`src/rtl/fnn_pkg.sv`:
```
// -----------------------------------------------------------------------------
// fnn_pkg
//   Shared definitions for the fully connected network accelerator.
//
//   Contents:
//     ser_state_t - state encoding of the inter-layer serializer
//                   (IDLE: waiting for a complete vector, SHIFT: replaying it)
//     DATA_WIDTH  - default activation width, reused by the neuron and
//                   serializer instances so every layer agrees on it
// -----------------------------------------------------------------------------
package fnn_pkg;

    typedef enum logic {
        IDLE  = 1'b0,
        SHIFT = 1'b1
    } ser_state_t;

    localparam int DATA_WIDTH = 16;

endpackage : fnn_pkg

```
`src/rtl/layer_out_serializer.sv`:
```
// -----------------------------------------------------------------------------
// layer_out_serializer
//   Collects the parallel activations of one layer (each neuron reports with
//   its own output-valid pulse, in any order and at any time) and, once every
//   neuron has reported, replays the vector one value per cycle in neuron
//   index order as the serial input stream of the next layer.
//
//   Two banks make this double buffered:
//     capture bank - hold[i] + pending[i], filled by the neuron_valid pulses
//     shift bank   - shreg[i], loaded from hold in one cycle, then read out
//   so the next vector can be collected while the current one is shifting.
//
//   Ports:
//     clk          clock
//     rst          synchronous, active-high reset
//     neuron_out   activations, slice [i*dataWidth +: dataWidth] is neuron i
//     neuron_valid per-neuron output-valid pulse, bit i qualifies slice i
//     out_data     serial activation, forced to 0 while out_valid is low
//     out_valid    out_data carries an element this cycle
//     out_last     element numNeurons-1 (only together with out_valid)
//     busy         high while the shifter is replaying a vector
//     overrun      sticky: a neuron reported twice for the same vector
//
//   Stream protocol: out_valid is a pure valid with no ready. Once a vector
//   starts, numNeurons elements follow on consecutive cycles and the consumer
//   must take one element on every cycle in which out_valid is high.
//
//   All outputs come straight from flops; nothing combinational reaches them
//   from the inputs.
// -----------------------------------------------------------------------------
module layer_out_serializer
    import fnn_pkg::*;
#(
    parameter int numNeurons = 30,
    parameter int dataWidth  = DATA_WIDTH
) (
    input  logic                             clk,
    input  logic                             rst,
    input  logic [numNeurons*dataWidth-1:0]  neuron_out,
    input  logic [numNeurons-1:0]            neuron_valid,
    output logic [dataWidth-1:0]             out_data,
    output logic                             out_valid,
    output logic                             out_last,
    output logic                             busy,
    output logic                             overrun
);

    localparam int IDX_W = $clog2(numNeurons);
    localparam logic [IDX_W-1:0] LAST_IDX = IDX_W'(numNeurons - 1);

    // Serializer state; busy is the externally visible copy of (state == SHIFT).
    ser_state_t                  state;
    logic [IDX_W-1:0]            idx;
    logic [IDX_W-1:0]            idx_next;

    logic [numNeurons-1:0]       pending;
    logic [numNeurons-1:0]       pending_next;
    logic [numNeurons-1:0]       accept;
    logic [numNeurons-1:0]       drop;
    logic                        load;

    logic [dataWidth-1:0]        hold_arr  [numNeurons];
    logic [dataWidth-1:0]        shreg_arr [numNeurons];

    // A complete vector is handed to the shifter only from IDLE.
    assign load = (state == IDLE) && (&pending);

    // A pulse is accepted if its slot is free, or if the slot is being freed
    // by the load on this very edge: the new value then starts the next vector.
    // Only a pulse that finds its slot still owned by the current vector is
    // dropped.
    assign accept = neuron_valid & (~pending | {numNeurons{load}});
    assign drop   = neuron_valid & pending & {numNeurons{~load}};

    assign pending_next = (load ? '0 : pending) | accept;

    assign idx_next = idx + 1'b1;

    // -------------------------------------------------------------------------
    // Capture and shift banks, one slot per neuron. Data registers carry no
    // reset: pending and state decide whether their contents mean anything.
    // -------------------------------------------------------------------------
    for (genvar i = 0; i < numNeurons; i++) begin : g_bank
        logic [dataWidth-1:0] hold_r;
        logic [dataWidth-1:0] shreg_r;

        always_ff @(posedge clk) begin
            if (accept[i]) begin
                hold_r <= neuron_out[i*dataWidth +: dataWidth];
            end
            // Takes the value held before this edge, so a colliding capture
            // on the load edge does not leak into the vector being loaded.
            if (load) begin
                shreg_r <= hold_r;
            end
        end

        assign hold_arr[i]  = hold_r;
        assign shreg_arr[i] = shreg_r;
    end

    // -------------------------------------------------------------------------
    // Control: pending vector, sticky overrun, and the IDLE/SHIFT machine with
    // registered stream outputs. out_* always describe the element on the wire
    // in the current cycle, so each edge computes the element of the next one.
    // -------------------------------------------------------------------------
    always_ff @(posedge clk) begin
        if (rst) begin
            state     <= IDLE;
            pending   <= '0;
            idx       <= '0;
            out_valid <= 1'b0;
            out_last  <= 1'b0;
            out_data  <= '0;
            busy      <= 1'b0;
            overrun   <= 1'b0;
        end else begin
            pending <= pending_next;

            if (|drop) begin
                overrun <= 1'b1;
            end

            case (state)
                IDLE: begin
                    if (load) begin
                        // shreg is written on this same edge, so element 0
                        // comes straight from hold to keep the 2-cycle latency.
                        state     <= SHIFT;
                        idx       <= '0;
                        out_valid <= 1'b1;
                        out_data  <= hold_arr[0];
                        out_last  <= 1'b0;
                        busy      <= 1'b1;
                    end
                end

                SHIFT: begin
                    if (idx == LAST_IDX) begin
                        state     <= IDLE;
                        idx       <= '0;
                        out_valid <= 1'b0;
                        out_data  <= '0;
                        out_last  <= 1'b0;
                        busy      <= 1'b0;
                    end else begin
                        idx       <= idx_next;
                        out_data  <= shreg_arr[idx_next];
                        out_last  <= (idx_next == LAST_IDX);
                    end
                end

                default: begin
                    state <= IDLE;
                end
            endcase
        end
    end

endmodule : layer_out_serializer

```
`config.mk`:
```
export PLATFORM = sky130hd
export DESIGN_NAME = layer_out_serializer
export DESIGN_NICKNAME = d
export VERILOG_FILES = /design/src/rtl/fnn_pkg.sv /design/src/rtl/layer_out_serializer.sv
export SDC_FILE = /design/constraint.sdc
export NUM_CORES = 1
export LEC_CHECK = 0
export BUFFER_PORTS_ARGS = -buffer_cell sky130_fd_sc_hd__buf_4
export CAP_MARGIN = 25
export CORE_ASPECT_RATIO = 0.5
export CORE_MARGIN = 1
export CORE_UTILIZATION = 60
export DETAILED_ROUTE_END_ITERATION = 8
export GPL_TIMING_DRIVEN = 0
export PLACE_DENSITY = 0.83
export RECOVER_POWER = 100
export SETUP_SLACK_MARGIN = 0.2
export SYNTH_ARGS = -nofsm -noshare
export SYNTH_HDL_FRONTEND = slang
export SYNTH_SLANG_ARGS = --single-unit
```
`constraint.sdc`:
```
create_clock -name clk -period 24.9 [get_ports clk]
set_clock_uncertainty 0.1 [all_clocks]
set_input_delay 1.245 -clock clk [delete_from_list [all_inputs] [get_ports clk]]
set_output_delay 1.245 -clock clk [all_outputs]
set_load 0.01 [all_outputs]
```
==> results.sh <==
export IMPL_root_buffer="clkbuf_16"
export IMPL_cts_path_max_buffers=3
export IMPL_syn_num_nets=2142
export IMPL_drive_gt1_frac=0.325
export IMPL_postSynthCellCount=1627
export IMPL_rows=62
export IMPL_yosys_register_bits=1015
export IMPL_antenna_left=0
export IMPL_grt_pass1_vias=19400
export IMPL_cp_required_ns=24.80
export IMPL_vias=19300
export IMPL_synthTopCellsByArea="edfxtp_1, mux4_2, dfxtp_1, a21oi_1, mux2i_1"
export IMPL_final_cell_mix="edfxtp_1, clkbuf_4, clkbuf_1"
export IMPL_overflow=0
export IMPL_drt_first_iter_violations=2750
export IMPL_nets=2789
export IMPL_timing_final_ws_setup_ns=14.89
export IMPL_ioPinCount=532
export IMPL_post_cts_buffers=0
export IMPL_fin_setup_tns_ns=0
export IMPL_critical_path_peak_fanout=147
export IMPL_routabilityCongestion=0.933
export IMPL_setup_viol=0
export IMPL_post_route_drc_count=0
export IMPL_maxSlewHeadroom=-4.06
export IMPL_avgSynthCellArea_um2=21.8
export IMPL_cp_slowest_cell="clkbuf_1"
export IMPL_finalInstanceArea_mm2=0.0431
export IMPL_dieArea_mm2=0.0602
export IMPL_groute_usage_overall=0.318
export IMPL_cts_hold_buf=0
export IMPL_synth_top_area_frac=0.812
export IMPL_synth_distinct_cells=44
export IMPL_cts_tree="yes"
export IMPL_clock_sinks=1015
export IMPL_fp_dieW_um=346
export IMPL_critical_path_top_delay_family="buffers and inverters"
export IMPL_rrSetupSlack_ns=14.89
export IMPL_dr_pass1_iters=6
export IMPL_path_cells="nand4_1, nor4_1, nand3_1, clkinvlp_2, clkbuf_1"
export IMPL_dp_slack_ns=20.26
export IMPL_die_height_um=174
export IMPL_arrival_ns=9.91
export IMPL_worst_path_buf_inv=2
export IMPL_worstHoldPathType="reg2reg"
export IMPL_clock_fmax_mhz=99.9
export IMPL_wirelength_um=95700
export IMPL_max_stage_delay_ns=5.42
export IMPL_cp_start_kind="flip-flop"
export IMPL_grt_pass1_wl_um=133000
export IMPL_path_clk_slew_ns=0.07
export IMPL_internal_power_uw=2680
export IMPL_pwr_share_seq=0.582
export IMPL_h_tree_depth=3
export IMPL_p_switching_uw=654
export IMPL_yosysTopAreaCell="edfxtp_1"
export IMPL_fp_coreArea_mm2=0.0579
export IMPL_cts_buffers=82
export IMPL_critical_path_class="reg2reg"
export IMPL_synth_edf_count=960
export IMPL_routedWlPerCell_um=30.3
export IMPL_hpwlAfterDp_um=66000
export IMPL_p_leak_uw=0.0145
export IMPL_violations="max-capacitance violations, max-slew violations"
export IMPL_syn_area_mm2=0.0355
export IMPL_drv_slew=536
export IMPL_cap_violations=10
export IMPL_clockPowerShare=0.387
export IMPL_ys_async_sr_fraction=0
export IMPL_area_growth_pct=21.5
export IMPL_layout_commonest_cell="edfxtp_1"
export IMPL_port_buffers=530
export IMPL_initial_core_util=0.613
export IMPL_cts_resized=0
export IMPL_yosysSeqAreaShare=0.843
export IMPL_outcome="finished with violations"
export IMPL_min_period_ns=10.01
export IMPL_period_share=0.402
export IMPL_rsz0062_at_grt="no"
export IMPL_crit_path_end_kind="flip-flop"
export IMPL_p_comb_frac=0.031
export IMPL_powerDensity_mw_per_mm2=77.3
export IMPL_grt_max_degree=148
export IMPL_viasPerCell=6.11
export IMPL_peakVddDrop_mv=0.0559
export IMPL_insertion_delay_ns=0.64
export IMPL_switching_share=0.196
export IMPL_tightestPinTransition_ns=7.59
export IMPL_antenna_found_initial=43
export IMPL_placed_cell_area_mm2=0.0411
export IMPL_total_power_uw=3340
export IMPL_hold_violations=0
export IMPL_ys_warn_count=0
export IMPL_synth_flop_cell="edfxtp_1"
[power groups by stage]
stage	clock, µW	sequential (µW)	combinational (µW)
2_1_floorplan	0	1970	21.9
3_3_place_gp	0	1980	102
3_5_place_dp	0	1980	116
4_1_cts	1300	1940	118
5_1_grt	1360	1940	108
6_report	1290	1940	103
[path summary, 6_finish.rpt]
kind | start | end | depth (start not counted)
min reg2reg | g_bank[29].hold_r[14]$_DFFE_PP_ | g_bank[29].shreg_r[14]$_DFFE_PP_ | 0
max | pending[4]$_SDFF_PP0_ | g_bank[15].shreg_r[1]$_DFFE_PP_ | 5
min | g_bank[29].hold_r[14]$_DFFE_PP_ | g_bank[29].shreg_r[14]$_DFFE_PP_ | 0
max reg2reg | pending[4]$_SDFF_PP0_ | g_bank[15].shreg_r[1]$_DFFE_PP_ | 5
[logic make-up after synthesis]
kind of cell | Yosys count | synth area share
adder cells (fa/ha/maj) | 3 | 0.00106
multiplexers | 144 | 0.0800
flip-flops | 1015 | 0.843
AND/OR/NAND/NOR | 149 | 0.0197
buffers and inverters | 108 | 0.0154
XOR/XNOR | 3 | 0.000951
AO/OA/AOI/OAI | 205 | 0.0402
[layout make-up]
cell class                 instances  area (µm²)
timing repair buffer             563        3940
inverter                          37         140
clock buffer                     113        2330
tap                              768         961
fill                            3159       14800
antenna                           49         123
multi-input combinational        504        5040
clock inverter                    36         302
sequential                      1015       29900
buffer                            71         375
[state kept, by name, indices dropped and copies added, names as in the netlist]
register / cells
g_bank.shreg_r: 480
idx: 5
out_data: 16
state: 1
overrun: 1
busy: 1
pending: 30
g_bank.hold_r: 480
out_last: 1
[cell usage after synthesis (all sizes together) (3+ instances only)]
master	number
a211oi	32
a21boi	30
a21oi	102
a221oi	3
a22o	3
a22oi	7
buf	43
clkbuf	28
dfxtp	55
edfxtp	960
ha	3
inv	37
mux2i	32
mux4	112
nand2	52
nand3	3
nand4	12
nor2	41
nor2b	17
o21ai	3
o41a	16
or3	16
[metrics by stage]
step | utilization | hold slack, ns | cells
2_1_floorplan | - | 0.300 | 1627
3_3_place_gp | 0.698 | 0.300 | 2925
3_5_place_dp | 0.709 | 0.305 | 2958
4_1_cts | 0.755 | 0.310 | 3107
5_1_grt | 0.744 | 0.321 | 3153
6_report | 0.744 | 0.311 | 3156
[layer usage]
metal,part of all wire,vias up,track usage
li1,-,7914,-
met1,0.34,9764,0.388
met2,0.52,1308,0.539
met3,0.088,308,0.0636
met4,0.054,0,0.175
met5,0,-,0
Power figures use the tool's default switching activity.
